$ cat src/rtl/control_unit_fft_iter_param.sv
// rtl/control_unit_fft_iter_param.sv - layer/butterfly sequencer for the iterative radix-2 FFT core
// Optional macro FFT_CTRL_RUNTIME_N_EN adds a runtime transform-size input N_LOG2.
module control_unit_fft_iter_param #(
    parameter int LOG2N   = 5,
    parameter int RD_LAT  = 1,
    parameter int BUT_LAT = 2,
    localparam int ButtWL = LOG2N - 1,
    localparam int LayWL  = $clog2(LOG2N + 1)
) (
    input  logic              CLK,
    input  logic              RST,
    input  logic              EN,
    input  logic              START,
`ifdef FFT_CTRL_RUNTIME_N_EN
    input  logic [LayWL-1:0]  N_LOG2,
`endif
    output logic              BUT_STROB,
    output logic              ADDR_EN,
    output logic              Wr,
    output logic              LAY_EN,
    output logic              FIRST,
    output logic              LAST,
    output logic              BUSY,
    output logic              DONE,
    output logic [LayWL-1:0]  LAY_CNT,
    output logic [ButtWL-1:0] BUT_CNT
);

    localparam int WaitMax = (RD_LAT > BUT_LAT) ? RD_LAT : BUT_LAT;
    localparam int WaitWL  = (WaitMax > 1) ? $clog2(WaitMax) : 1;
    localparam logic [WaitWL-1:0] RdLast  = WaitWL'((RD_LAT > 0) ? RD_LAT - 1 : 0);
    localparam logic [WaitWL-1:0] ButLast = WaitWL'((BUT_LAT > 0) ? BUT_LAT - 1 : 0);
    localparam logic [LayWL-1:0]  LayMax  = LayWL'(LOG2N);

    typedef enum logic [2:0] {
        S_IDLE, S_READ, S_WAIT_RD, S_STROB, S_WAIT_BUT, S_WRITE, S_DONE
    } state_t;

    state_t              r_state;
    state_t              w_next;
    logic [WaitWL-1:0]   r_wait;
    logic [LayWL-1:0]    r_lay;
    logic [ButtWL-1:0]   r_but;
    logic [LayWL-1:0]    w_layers;
    logic [ButtWL-1:0]   w_but_max;
    logic                w_lay_end;
    logic                w_final;

`ifdef FFT_CTRL_RUNTIME_N_EN
    logic [LayWL-1:0] r_nlog2;
    logic [LayWL-1:0] w_n_clamped;

    assign w_n_clamped = (N_LOG2 < LayWL'(2) || N_LOG2 > LayMax) ? LayMax : N_LOG2;

    // Size is captured only when a transform is accepted, so later N_LOG2 edits are ignored.
    always_ff @(posedge CLK) begin
        if (RST)
            r_nlog2 <= LayMax;
        else if (EN && r_state == S_IDLE && START)
            r_nlog2 <= w_n_clamped;
    end

    assign w_layers = r_nlog2;
`else
    assign w_layers = LayMax;
`endif

    // 2^(L-1)-1 as an all-ones field trimmed by the unused layers.
    assign w_but_max = {ButtWL{1'b1}} >> (LayMax - w_layers);
    assign w_lay_end = (r_but == w_but_max);
    assign w_final   = w_lay_end && (r_lay == w_layers - LayWL'(1));

    always_ff @(posedge CLK) begin
        if (RST)
            r_state <= S_IDLE;
        else if (EN)
            r_state <= w_next;
    end

    always_comb begin
        w_next = r_state;
        case (r_state)
            S_IDLE:     if (START) w_next = S_READ;
            S_READ:     w_next = (RD_LAT == 0) ? S_STROB : S_WAIT_RD;
            S_WAIT_RD:  if (r_wait == RdLast) w_next = S_STROB;
            S_STROB:    w_next = (BUT_LAT == 0) ? S_WRITE : S_WAIT_BUT;
            S_WAIT_BUT: if (r_wait == ButLast) w_next = S_WRITE;
            S_WRITE:    w_next = w_final ? S_DONE : S_READ;
            S_DONE:     w_next = S_IDLE;
            default:    w_next = S_IDLE;
        endcase
    end

    always_ff @(posedge CLK) begin
        if (RST)
            r_wait <= '0;
        else if (EN)
            r_wait <= (w_next == r_state) ? r_wait + 1'b1 : '0;
    end

    // After the final write LAY_CNT steps to L, so neither FIRST nor LAST shows in DONE.
    always_ff @(posedge CLK) begin
        if (RST) begin
            r_lay <= '0;
            r_but <= '0;
        end else if (EN) begin
            case (r_state)
                S_IDLE, S_DONE: begin
                    r_lay <= '0;
                    r_but <= '0;
                end
                S_WRITE: begin
                    if (w_lay_end) begin
                        r_but <= '0;
                        r_lay <= r_lay + LayWL'(1);
                    end else begin
                        r_but <= r_but + ButtWL'(1);
                    end
                end
                default: ;
            endcase
        end
    end

    always_comb begin
        BUT_STROB = (r_state == S_STROB);
        Wr        = (r_state == S_WRITE);
        ADDR_EN   = (r_state == S_WRITE);
        LAY_EN    = (r_state == S_WRITE) && w_lay_end;
        BUSY      = (r_state != S_IDLE);
        DONE      = (r_state == S_DONE);
        FIRST     = (r_state != S_IDLE) && (r_lay == '0);
        LAST      = (r_state != S_IDLE) && (r_lay == w_layers - LayWL'(1));
        LAY_CNT   = r_lay;
        BUT_CNT   = r_but;
    end

endmodule

$ cat config.mk
export PLATFORM = sky130hd
export DESIGN_NAME = control_unit_fft_iter_param
export DESIGN_NICKNAME = d
export VERILOG_FILES = /design/src/rtl/control_unit_fft_iter_param.sv
export SDC_FILE = /design/constraint.sdc
export NUM_CORES = 1
export LEC_CHECK = 0
export CORE_MARGIN = 1.5
export CORE_UTILIZATION = 50
export CTS_CLUSTER_DIAMETER = 40
export DETAILED_ROUTE_END_ITERATION = 7
export PLACE_DENSITY = 0.87
export SLEW_MARGIN = 5
export SYNTH_ARGS = -nofsm -noshare
export SYNTH_HDL_FRONTEND = slang
export SYNTH_SLANG_ARGS = --single-unit
export TNS_END_PERCENT = 20
$ cat constraint.sdc
create_clock -name CLK -period 3.22 [get_ports CLK]
set_input_delay 0.322 -clock CLK [delete_from_list [all_inputs] [get_ports CLK]]
set_output_delay 0.322 -clock CLK [all_outputs]
set_load 0.02 [all_outputs]
**Word-level counts from Yosys, hierarchy flattened**

Cells that the tools add are included.

- Register bits after elaboration: 11
- Input port bits: 4

- Equality and inequality tests: 10
- Multiplexer cells: 10
- Reduce and logical (&&, ||, !) cells: 11
- Add/subtract/negate cells: 3

Operator list:

| kind | count |
|---|---|
| 3-bit one-hot mux with 6 select lines | 1 |
| 3-bit two-way mux | 5 |
| 3-bit equality test (second input constant) | 4 |
| 4-bit one-hot mux with 2 select lines | 1 |
| 3-bit by 2-bit equality test with 1-bit output (second input constant) | 2 |
| 3-bit zero test | 2 |
| 3-bit one-hot mux with 2 select lines | 1 |
| 4-bit by 1-bit adder with 4-bit output (second input constant) | 1 |
| 4-bit equality test (second input constant) | 1 |
| 1-bit logical AND | 4 |
| 4-bit two-way mux | 1 |
| 3-bit by 1-bit adder with 3-bit output (second input constant) | 1 |
| 3-bit by 1-bit equality test with 1-bit output (second input constant) | 1 |
| 3-bit equality test | 1 |
| 3-bit AND reduction | 1 |
| 3-bit nonzero test | 1 |
| 2-bit by 1-bit inequality test with 1-bit output (second input constant) | 1 |
| 2-bit AND reduction | 1 |
| 2-bit nonzero test | 1 |
| 2-bit OR reduction | 1 |
| 1-bit adder (second input constant) | 1 |
| 1-bit two-way mux | 1 |

**Logic depth before layout (Yosys ltp)**

- Depth after elaboration: 6
- Depth in mapped cells: 6
- Gate-level depth less buffers: 5

**Worst setup path before layout**

Ideal clock, no wire load.

- Kind: flip-flop to flip-flop
- From: register r_but[0] (netlist: BUT_CNT[0])
- To: register r_state[0]
- Clock period less this slack: 1.486 ns
- Setup slack: 1.734 ns
- Buffers on the path: 0
- Library setup time: 0.073 ns
- Stages on the path, launching flop included: 6
- Arrival time: 1.413 ns
- Path through: dfxtp_1 -> ha_1 -> and3_1 -> and3_1 -> o221a_1 -> nor3_2

- Longest elaborated chain between the ends: 4

Ends and longest elaborated chain:

| item | RTL line | RTL |
|---|---|---|
| from (decl) | 43 | `logic [ButtWL-1:0] r_but;` |
| from (signal assigned) | 117 | `r_but <= r_but + ButtWL'(1);` |
| 4-bit equality test | 70 | `assign w_lay_end = (r_but == w_but_max);` |
| 1-bit logical AND | 71 | `assign w_final = w_lay_end && (r_lay == w_layers - LayWL'(1));` |
| 3-bit two-way mux | 88 | `S_WRITE: w_next = w_final ? S_DONE : S_READ;` |
| 3-bit one-hot mux with 6 select lines | 82 | `case (r_state)` |
| to (signal assigned) | 77 | `r_state <= w_next;` |
| to (decl) | 39 | `state_t r_state;` |

No other way between the ends.
A chain may end at the register's enable or synchronous reset.

**Worst setup path after layout**

- From: register r_state[2]
- To: output ADDR_EN

- Longest elaborated chain between the ends: 1

Ends and longest elaborated chain:

| item | RTL line | RTL |
|---|---|---|
| 3-bit equality test | 128 | `ADDR_EN = (r_state == S_WRITE);` |
| to (decl) | 18 | `output logic ADDR_EN,` |

No other way between the ends.

==> metrics list <==
- When the netlist entered floorplanning its net count stood at 98.
- Worst endpoint data arrival time: 1.95 ns
- Max capacitance violation total: 0
* Critical Path Source Type: flop
- Across the VDD grid, the largest voltage drop is 0.195 mV.
- Detailed-route via count: 693
- The critical path goes through nand3b_1 > inv_1 > clkdlybuf4s50_1.
- The later pin in the worst-skew pair is clocked with a latency of 0.27 ns.
- Number of rows in the core area: 13
- From left edge to right edge, the die measures 41 microns.
- Clock tree from TritonCTS: done
- Area growth from synthesis to layout: 24.8%
* DIE HEIGHT: 41 microns
- For this run, design rule violations remaining after detail routing come to 0.
- Max-slew violation total from the final report: 0
- Critical path start-end classification: flop to primary output
- Dividing the detail-routed wire length by the instance count gives 12.9 microns.
* Register-to-register setup slack: 1.72 ns
- Clock-pin slew was measured on the worst setup and hold paths at 0.07 ns.
- The core region is 0.00132 sq mm.
* Total number of cells along the worst setup path: 3
- In the final layout, flip-flops and latches occupy 220 sq um.
- In the final layout, the share of cells above drive strength 1 is 0.0935.
- Fin. Hold Viols: 0
- The number of different library cells used by synthesis comes to 32.
- Initial antenna violation count: 0
- After routing, the total negative slack on setup checks comes to 0 ns.
- For this design the top-level I/O count stands at 19.
- After detailed routing, the number of vias per cell comes to 5.68.
- Final critical-path setup slack: 0.946 ns
- Including well taps, the total number of placed cells is 118.
- The via count of the first global-routing pass came to 533.
- Total Routing Usage GR: 0.210
- The clock net in this run drives a total of 11 sinks.
* HPWL after detailed placement: 1.14 mm
* Final Skew: 0.000929 ns
* Final hold slack: 0.503 ns
- Largest net degree at the start of global routing: 14
- After filler insertion, the fill cell instance count of the layout stands at 112.
* Count of final setup violators: 0
- Number of buffers created by CTS: 3
* Pwr per Cell Area: 323 mW/mm^2
* Drt pass-1 iters: 4
- The smallest clock period supported by the final layout is computed as 2.27 ns.
- The clock passes through at most 2 buffers.
- Antenna-violating nets left: 0
* Logic depth of the worst register-to-register path: 5
- Pre-CTS setup slack: 1.29 ns
- Post-CTS setup buffer count: 0
- The detailed router finished its first iteration with 23 violations.
- Static Leak: 0.329 nW
- In the synthesized netlist, the number of instances is 91.
- The Yosys step of the flow raised 0 warnings.
- H-Tree Depth: 1
* HP Class: flop to flop
* Fin cells: 122
- 0 antenna diodes ended up in the layout.
- Endpoint kind of the worst setup timing path: primary output
- Post-cts gate resize count: 0
- In the final design database the tool counted 115 nets.
- Average cell area after synthesis: 7.93 sq um
- The most critical setup path has its endpoint at ADDR_EN.
- Summing every instance area after synthesis gives 722 sq um.
- The run finished with clean final reports.
* Critical register-to-register path startpoint: BUT_CNT[0]
- The startpoint identified for the worst hold timing path is BUT_CNT[1].
* Total wire length: 1.57 mm
- The tree is rooted in a sky130_fd_sc_hd__clkbuf_4.
- The congestion estimate from routability-driven global placement came to 0.786.
- Timing would allow up to 440 MHz.
- In this design, the largest share of critical-path delay is due to buffers and inverters.
- Worst path max stage delay: 0.63 ns
- Port buffering added 18 buffers.
* Startpoint of the most critical setup path: r_state[2]
- The die covers 0.00168 sq mm.
* Initial cell density of the core: 0.548
* Worst Tran Pin Value: 0.478 ns
- Setup repair after global routing left no endpoint under its margin.
- Grt total ovfl: 0
* Proportion of synthesized chip area in sequential cells: 0.305
- Together, buffers and inverters on the worst path number 2.
* Hold buffer count at cts: 0
- STA puts the critical path data required time at 2.90 ns.
* Final period util: 0.706
- On the critical path, the stage with the largest delay is an instance of sky130_fd_sc_hd__clkdlybuf4s50_1.
* Maximum net fanout on the critical path: 13
- Wire length of the first global-routing pass: 2.26 mm
* Reg-to-Reg End: r_state[0]
- After synthesis the netlist holds a flip-flop and latch count of 11.
* Area used by multi-input combinational logic: 440 sq um
- Worst max-slew margin expressed relative to the limit: 0.680
==> power breakdown <==
group,switching [mW],leakage [nW],internal (mW),total [mW]
Sequential,0.00662,0.0891,0.139,0.146
Combinational,0.0256,0.225,0.0238,0.0494
Clock,0.0479,0.0150,0.0480,0.0959
==> per-stage QoR <==
stage,cell area (sq um),utilization,total power [mW]
floorplan,722,-,0.185
global placement,875,0.664,0.197
detailed placement,875,0.664,0.198
CTS,901,0.684,0.293
global route,901,0.684,0.304
finish,901,0.684,0.291
==> worst min-delay path by stage <==
stage                             to  depth (start not counted)
after floorplan           LAY_CNT[2]                          1
after global placement    BUT_CNT[1]                          2
after detailed placement  BUT_CNT[1]                          2
after CTS                 BUT_CNT[1]                          2
after global routing      BUT_CNT[1]                          2
final                     BUT_CNT[1]                          2
==> routing by layer <==
layer / share of wire / GRT usage / routed length (microns)
met5: 0 / 0 / 0
met4: 0.024 / 0.150 / 38
met3: 0.052 / 0.0326 / 82
met2: 0.44 / 0.313 / 696
met1: 0.48 / 0.272 / 755
==> cell usage in the layout (no fill, tap or decap), types with 2 or more instances in the layout <==
master | Yosys | final
sky130_fd_sc_hd__o21ai_0 | 2 | 2
sky130_fd_sc_hd__nand2_1 | 10 | 10
sky130_fd_sc_hd__and3_1 | 5 | 5
sky130_fd_sc_hd__clkbuf_4 | 0 | 3
sky130_fd_sc_hd__nand3_1 | 4 | 4
sky130_fd_sc_hd__nor3_1 | 2 | 2
sky130_fd_sc_hd__nand3b_1 | 3 | 3
sky130_fd_sc_hd__o21ai_1 | 4 | 4
sky130_fd_sc_hd__nand2b_1 | 3 | 3
sky130_fd_sc_hd__a21oi_1 | 8 | 8
sky130_fd_sc_hd__clkdlybuf4s50_1 | 0 | 18
sky130_fd_sc_hd__nor2_1 | 11 | 11
sky130_fd_sc_hd__ha_1 | 3 | 3
sky130_fd_sc_hd__dfxtp_1 | 11 | 11
sky130_fd_sc_hd__a31oi_1 | 2 | 2
sky130_fd_sc_hd__inv_1 | 3 | 3
==> tightest hold or removal path, stage by stage (launching register included) <==
cell,delay [ns]
sky130_fd_sc_hd__dfxtp_1,0.34
sky130_fd_sc_hd__nand2_1,0.07
sky130_fd_sc_hd__a21oi_1,0.05
==> kinds of logic (layout without fill, tap and decap cells) <==
group	Yosys count	in the layout	share of synthesized area
simple gates	44	44	0.322
compound gates	21	21	0.208
flops	11	11	0.305
buf+inv	10	26	0.0849
fa+ha+maj	3	3	0.0520
xor+xnor	1	1	0.0121
mux	1	1	0.0156
==> cell usage after synthesis <==
master,number,share of area
sky130_fd_sc_hd__nand2b_1,3,0.026
sky130_fd_sc_hd__buf_4,2,0.021
sky130_fd_sc_hd__nor2_1,11,0.057
sky130_fd_sc_hd__clkbuf_1,1,0.0052
sky130_fd_sc_hd__dfxtp_1,11,0.31
sky130_fd_sc_hd__o221a_1,1,0.016
sky130_fd_sc_hd__nand4b_1,1,0.012
sky130_fd_sc_hd__a31oi_1,2,0.017
sky130_fd_sc_hd__a21oi_1,8,0.055
sky130_fd_sc_hd__nand2_1,10,0.052
sky130_fd_sc_hd__a311oi_2,1,0.021
sky130_fd_sc_hd__xnor2_1,1,0.012
sky130_fd_sc_hd__and3b_4,1,0.017
sky130_fd_sc_hd__nor2b_1,1,0.0087
sky130_fd_sc_hd__nand3_1,4,0.028
sky130_fd_sc_hd__nor3_1,2,0.014
sky130_fd_sc_hd__o32a_1,1,0.014
sky130_fd_sc_hd__and3_1,5,0.043
sky130_fd_sc_hd__inv_2,1,0.0052
sky130_fd_sc_hd__mux2_2,1,0.016
sky130_fd_sc_hd__buf_2,1,0.0069
sky130_fd_sc_hd__or3_1,1,0.0087
sky130_fd_sc_hd__o21ai_0,2,0.014
sky130_fd_sc_hd__inv_1,3,0.016
sky130_fd_sc_hd__buf_6,2,0.031
sky130_fd_sc_hd__a22oi_4,1,0.029
sky130_fd_sc_hd__nor3_2,1,0.014
sky130_fd_sc_hd__nand3b_1,3,0.031
sky130_fd_sc_hd__o21ai_1,4,0.028
sky130_fd_sc_hd__a22o_2,1,0.014
sky130_fd_sc_hd__nor3b_1,1,0.010
sky130_fd_sc_hd__ha_1,3,0.052
==> registers in the layout, summed over array words and instances (netlist names) <==
name and cells:
LAY_CNT 3, r_wait 1, r_state 3, BUT_CNT 4
==> cell type report <==
class                   instances  share of cell area
flip-flops and latches         11               0.244
multi-input cells              70               0.489
well taps                      15              0.0208
inverters                       4              0.0167
clock buffers                   4              0.0292
repair buffers                 18               0.200
No activity file was read; power rests on OpenSTA's default activity.
